==> src/rtl/wb_ctrl.sv <==
// Register-file write-back controller: result FIFO, priority external writes,
// per-register pending-write scoreboard driving decode pause.
module wb_ctrl #(
  parameter int unsigned FIFO_DEPTH = 4,
  parameter int unsigned CNT_W      = 2
) (
  input  logic        clk,
  input  logic        rst,
  input  logic        issue_valid,
  input  logic [4:0]  issue_addr,
  output logic        issue_ready,
  input  logic        res_valid,
  input  logic [4:0]  res_addr,
  input  logic [31:0] res_data,
  output logic        res_ready,
  input  logic        ext_we,
  input  logic [4:0]  ext_addr,
  input  logic [31:0] ext_data,
  output logic        RegWE,
  output logic [4:0]  write_addr,
  output logic [31:0] write_data,
  input  logic [4:0]  read_addr1,
  input  logic [4:0]  read_addr2,
  output logic [1:0]  pause,
  output logic        err
);

  localparam int unsigned AW = (FIFO_DEPTH > 1) ? $clog2(FIFO_DEPTH) : 1;

  // Result FIFO; pointers carry an extra wrap bit to tell full from empty.
  logic [4:0]  fifo_addr [FIFO_DEPTH];
  logic [31:0] fifo_data [FIFO_DEPTH];
  logic [AW:0] wr_ptr;
  logic [AW:0] rd_ptr;
  logic        empty;
  logic        full;
  logic        push;
  logic        pop;
  logic [4:0]  head_addr;
  logic [31:0] head_data;

  assign empty     = (wr_ptr == rd_ptr);
  assign full      = (wr_ptr[AW] != rd_ptr[AW]) &&
                     (wr_ptr[AW-1:0] == rd_ptr[AW-1:0]);
  assign res_ready = !full;
  assign push      = res_valid && !full;
  assign pop       = !ext_we && !empty;
  assign head_addr = fifo_addr[rd_ptr[AW-1:0]];
  assign head_data = fifo_data[rd_ptr[AW-1:0]];

  always_ff @(posedge clk) begin
    if (push) begin
      fifo_addr[wr_ptr[AW-1:0]] <= res_addr;
      fifo_data[wr_ptr[AW-1:0]] <= res_data;
    end
  end

  always_ff @(posedge clk) begin
    if (rst) begin
      wr_ptr <= '0;
      rd_ptr <= '0;
    end else begin
      if (push) wr_ptr <= wr_ptr + (AW+1)'(1);
      if (pop)  rd_ptr <= rd_ptr + (AW+1)'(1);
    end
  end

  // Registered write port; from_fifo marks writes that retire a reservation.
  logic from_fifo;

  always_ff @(posedge clk) begin
    if (rst) begin
      RegWE      <= 1'b0;
      write_addr <= '0;
      write_data <= '0;
      from_fifo  <= 1'b0;
    end else if (ext_we) begin
      RegWE      <= (ext_addr != '0);
      write_addr <= ext_addr;
      write_data <= ext_data;
      from_fifo  <= 1'b0;
    end else if (!empty) begin
      RegWE      <= (head_addr != '0);
      write_addr <= head_addr;
      write_data <= head_data;
      from_fifo  <= 1'b1;
    end else begin
      RegWE      <= 1'b0;
      from_fifo  <= 1'b0;
    end
  end

  // Pending-write scoreboard.
  logic [CNT_W-1:0] cnt     [32];
  logic [CNT_W-1:0] cnt_nxt [32];
  logic             inc;
  logic             dec;
  logic             err_set;

  assign issue_ready = !((issue_addr != '0) && (cnt[issue_addr] == '1));
  assign inc         = issue_valid && issue_ready && (issue_addr != '0);
  assign dec         = RegWE && from_fifo;

  always_comb begin
    for (int unsigned r = 0; r < 32; r++) cnt_nxt[r] = cnt[r];
    err_set = 1'b0;
    if (inc) cnt_nxt[issue_addr] = cnt[issue_addr] + CNT_W'(1);
    if (dec) begin
      if (cnt[write_addr] == '0) err_set = 1'b1;
      // A same-register reserve and retire cancel out.
      if (inc && (issue_addr == write_addr))
        cnt_nxt[write_addr] = cnt[write_addr];
      else if (cnt[write_addr] != '0)
        cnt_nxt[write_addr] = cnt[write_addr] - CNT_W'(1);
    end
    cnt_nxt[0] = '0;
  end

  always_ff @(posedge clk) begin
    if (rst) begin
      for (int unsigned r = 0; r < 32; r++) cnt[r] <= '0;
      err <= 1'b0;
    end else begin
      for (int unsigned r = 0; r < 32; r++) cnt[r] <= cnt_nxt[r];
      if (err_set) err <= 1'b1;
    end
  end

  assign pause[0] = (read_addr1 != '0) && (cnt[read_addr1] != '0);
  assign pause[1] = (read_addr2 != '0) && (cnt[read_addr2] != '0);

endmodule

==> config.mk <==
export PLATFORM = sky130hd
export DESIGN_NAME = wb_ctrl
export DESIGN_NICKNAME = d
export VERILOG_FILES = /design/src/rtl/wb_ctrl.sv
export SDC_FILE = /design/constraint.sdc
export NUM_CORES = 1
export LEC_CHECK = 0
export ABC_CLOCK_PERIOD_IN_PS = 5900
export CAP_MARGIN = 20
export CORE_ASPECT_RATIO = 0.75
export CORE_MARGIN = 8
export CORE_UTILIZATION = 35
export CTS_BUF_LIST = sky130_fd_sc_hd__clkbuf_8
export DETAILED_ROUTE_END_ITERATION = 6
export PLACE_DENSITY = 0.6
export SLEW_MARGIN = 10
export SYNTH_ARGS = -nofsm -noshare
export SYNTH_HDL_FRONTEND = slang
export SYNTH_SLANG_ARGS = --single-unit
==> constraint.sdc <==
create_clock -name clk -period 5.9 [get_ports clk]
set_input_delay 1.18 -clock clk [delete_from_list [all_inputs] [get_ports clk]]
set_output_delay 1.18 -clock clk [all_outputs]
set_load 0.1 [all_outputs]
==> results of run 1 <==
==> worst min-delay path, cell delays in order, from the launching register on <==
cell and delay [ps]:
sky130_fd_sc_hd__dfxtp_1 330, sky130_fd_sc_hd__a21oi_1 40, sky130_fd_sc_hd__nor2_1 70
==> cells in the final DEF, fill, tap and decap left out, drive strengths merged, types with 19 or more instances in the layout <==
| master | instances |
|---|---|
| inv | 23 |
| nand2 | 73 |
| a21oi | 95 |
| edfxtp | 148 |
| a22oi | 25 |
| o21ai | 49 |
| mux2 | 19 |
| nand3 | 40 |
| clkbuf | 47 |
| nor2 | 166 |
| buf | 35 |
| clkdlybuf4s50 | 131 |
| nor3 | 33 |
| mux4 | 71 |
| mux2i | 68 |
| dfxtp | 115 |
==> path summary, 6_finish.rpt <==
path | slack, ps | cells after the start | to
setup reg to reg | 1040 | 9 | cnt[29][0]
hold reg to reg | 480 | 2 | err
hold / removal | 480 | 2 | err
setup / recovery | 790 | 10 | issue_ready
==> cell type report <==
class	count	area [sq um]	share of cell area, %
Sequential cell	263	6750	40.7
Multi-Input combinational cell	878	6740	40.7
Timing Repair Buffer	166	1600	9.63
Tap cell	520	651	3.93
Clock buffer	47	647	3.90
Clock inverter	32	159	0.959
Inverter	8	30.0	0.181
Antenna cell	1	2.50	0.0151
==> layer usage <==
layer	global-route usage, %	share of wire, %	vias up
met5	0	0	-
met4	5.50	2.4	0
met3	4.41	9.7	101
met2	27.8	44	560
met1	26.4	44	5496
li1	-	-	5065
==> registers in the layout (all words and copies together) (netlist names), named ones only <==
register / count
err: 1
rd_ptr: 3
write_addr: 5
RegWE: 1
wr_ptr: 3
fifo_addr: 20
from_fifo: 1
cnt: 62
fifo_data: 128
write_data: 32
==> per-stage QoR <==
step                      hold WS, ps  util [%]  instance area [sq um]  setup WS (ps)  total power, uW
final                             477      41.9                  16600            794             5070
after global routing              509      41.9                  16600            606             5280
after detailed placement          468      39.8                  15800            527             3590
after floorplan                   498         -                  14000            656             3190
after CTS                         486      41.9                  16600            800             5100
after global placement            459      39.8                  15800            601             3580
==> logic make-up after synthesis <==
kind of cell / count (synthesis) / synth area share, %
AO/OA/AOI/OAI: 282 / 13.5
XOR/XNOR: 12 / 0.748
adder cells (fa/ha/maj): 7 / 0.624
buffers and inverters: 117 / 4.02
flip-flops: 263 / 48.0
multiplexers: 158 / 17.9
AND/OR/NAND/NOR: 419 / 15.2
==> power breakdown <==
| group | leakage [uW] | switching [uW] | internal [uW] |
|---|---|---|---|
| registers | 0.00230 | 111 | 2050 |
| logic | 0.00278 | 903 | 500 |
| clock network | 0.000469 | 765 | 745 |
| total | 0.00555 | 1780 | 3290 |
==> PnR_summary.wiki, run 1 <==
{| class="wikitable"
! Metric !! Value
|-
| Final Skew || 48.9 ps
|-
| Worst min-delay path startpoint || err
|-
| Final setup fails || 0
|-
| Vias in the first global route || 10,923
|-
| Count of warnings emitted by yosys || 0
|-
| Residual antenna-violating net count after detailed routing || 0
|-
| Required time at the worst-slack endpoint || 4720 ps
|-
| Fraction of the yosys area taken by sequential cells || 48.0%
|-
| Maximum level of the CTS H-tree || 2
|-
| Worst-skew pair later-pin latency || 580 ps
|-
| Cell family with most CP delay || buffers and inverters
|-
| CP cell instances || clkdlybuf4s50_1, buf_12, mux4_2, nand2_1, o21ai_0, a221oi_1, nand3_1, ha_1, o31ai_1, buf_12
|-
| Syn Area/Cell || 11.2 sq um
|-
| Post-Synthesis Cells || 1,258
|-
| Area share of the largest cell type after synthesis || 31.6%
|-
| CTS Root Buffer Type || sky130_fd_sc_hd__clkbuf_8
|-
| Shortest clock period the worst path allows after layout || 5110 ps
|-
| Number of buffers created by CTS || 43
|-
| Horizontal die dimension || 247 um
|-
| Number of hold violations in the final report || 0
|-
| Startpoint kind of the worst setup timing path || input port
|-
| Count of state elements after synthesis || 263
|-
| Share of post-route cells with drive strength above 1 || 16.7%
|-
| Static Leakage || 0.00555 uW
|-
| Clock tree from TritonCTS || done
|-
| Mapped Nets || 1,359
|-
| Maximum number of pins on one net before global-route repair || 71
|-
| Main flop type after synthesis || sky130_fd_sc_hd__edfxtp_1
|-
| Number of nets in the finished design || 1,461
|-
| Overall global routing resource usage || 18.6%
|-
| Cell type with the largest total area after synthesis || sky130_fd_sc_hd__edfxtp_1
|-
| Area enclosed by the die boundary || 0.0469 sq mm
|-
| Maximum net fanout on the critical path || 19
|-
| RD Place Congestion || 0.938
|-
| Starting density of the core || 35.5%
|-
| Drt first pass iters || 5
|-
| Violation count after the first detailed-routing iteration || 1,091
|-
| Number of antenna violations at the first check in global routing || 1
|-
| Routed wire length || 44,300 um
|-
| Run status || finished, final reports clean
|-
| Critical path start-end classification || input port to output pin
|-
| Ports || 137
|-
| Slowest CP cell || sky130_fd_sc_hd__clkdlybuf4s50_1
|-
| Global-route wire length before repair || 67,700 um
|-
| Area growth syn-to-layout || 18.0%
|-
| Worst vdd ir || 0.192 mV
|-
| Routed wire length per instance || 23.1 um
|-
| Top cell types by occurrence after synthesis || sky130_fd_sc_hd__nor2_1, sky130_fd_sc_hd__edfxtp_1, sky130_fd_sc_hd__dfxtp_1, sky130_fd_sc_hd__a21oi_1, sky130_fd_sc_hd__nand2_1
|-
| Final Max Slew Viols || 0
|-
| Cell area after synthesis || 0.0140 sq mm
|-
| Maximum cell stage delay along the critical path || 770 ps
|-
| Class of the tightest hold or removal check || flip-flop to flip-flop
|-
| Element type at the critical path end || output pin
|-
| DP Wirelength || 30,200 um
|-
| Max transition margin || 27.6%
|-
| Top achievable clock speed || 0.196 GHz
|-
| Vert. Die Dim || 189 um
|-
| Fill cell instance count of the final layout || 3,753
|-
| Pwr dens || 306 mW/mm^2
|-
| Worst Max-Slew Pin Slew || 1080 ps
|-
| Launching instance or port of the critical path || issue_addr[0]
|-
| Max Cap Viol || 0
|-
| Worst path arrival time || 3930 ps
|-
| Asr flop ratio synth || 0%
|-
| CTS resizes || 0
|-
| Area of the core || 0.0396 sq mm
|-
| # rows || 63
|-
| Setup repair after global routing missed its margin || false
|-
| Synth unique cells || 76
|-
| Count of buffers inserted at the top-level ports || 136
|-
| Top cells by area in the synthesized netlist || sky130_fd_sc_hd__edfxtp_1, sky130_fd_sc_hd__dfxtp_1, sky130_fd_sc_hd__mux4_2
|-
| Post-route insts no fill || 1,915
|-
| Cell with the most instances after synthesis || sky130_fd_sc_hd__nor2_1
|-
| Clock Pin Slew Worst Setup and Hold Paths || 50 ps
|-
| Post-route fraction of the period consumed by the critical path || 86.5%
|-
| Dpl cells || 1,835
|-
| Clock Path Buffers || 3
|-
| Number of buffers added for setup after CTS || 0
|-
| CTS sink count || 263
|-
| WP buf/inv || 3
|-
| Post-Route Setup TNS || 0 ps
|-
| Cts hold-fix bufs || 0
|-
| Cell type with the highest occurrence count on the critical path || sky130_fd_sc_hd__buf_12
|-
| GRT overflow || 0
|-
| Post-synth EDFFs || 148
|-
| Vias per std cell || 5.86
|-
| Number of vias after detailed routing || 11,222
|-
| DRC violations left || 0
|}
(Power assumes the default switching activity.)
==> run 2: changes to the inputs <==
- TNS_END_PERCENT: default -> 30
==> results of run 2 <==
No change in the layout: final DEF, timing and power equal those of run 1.
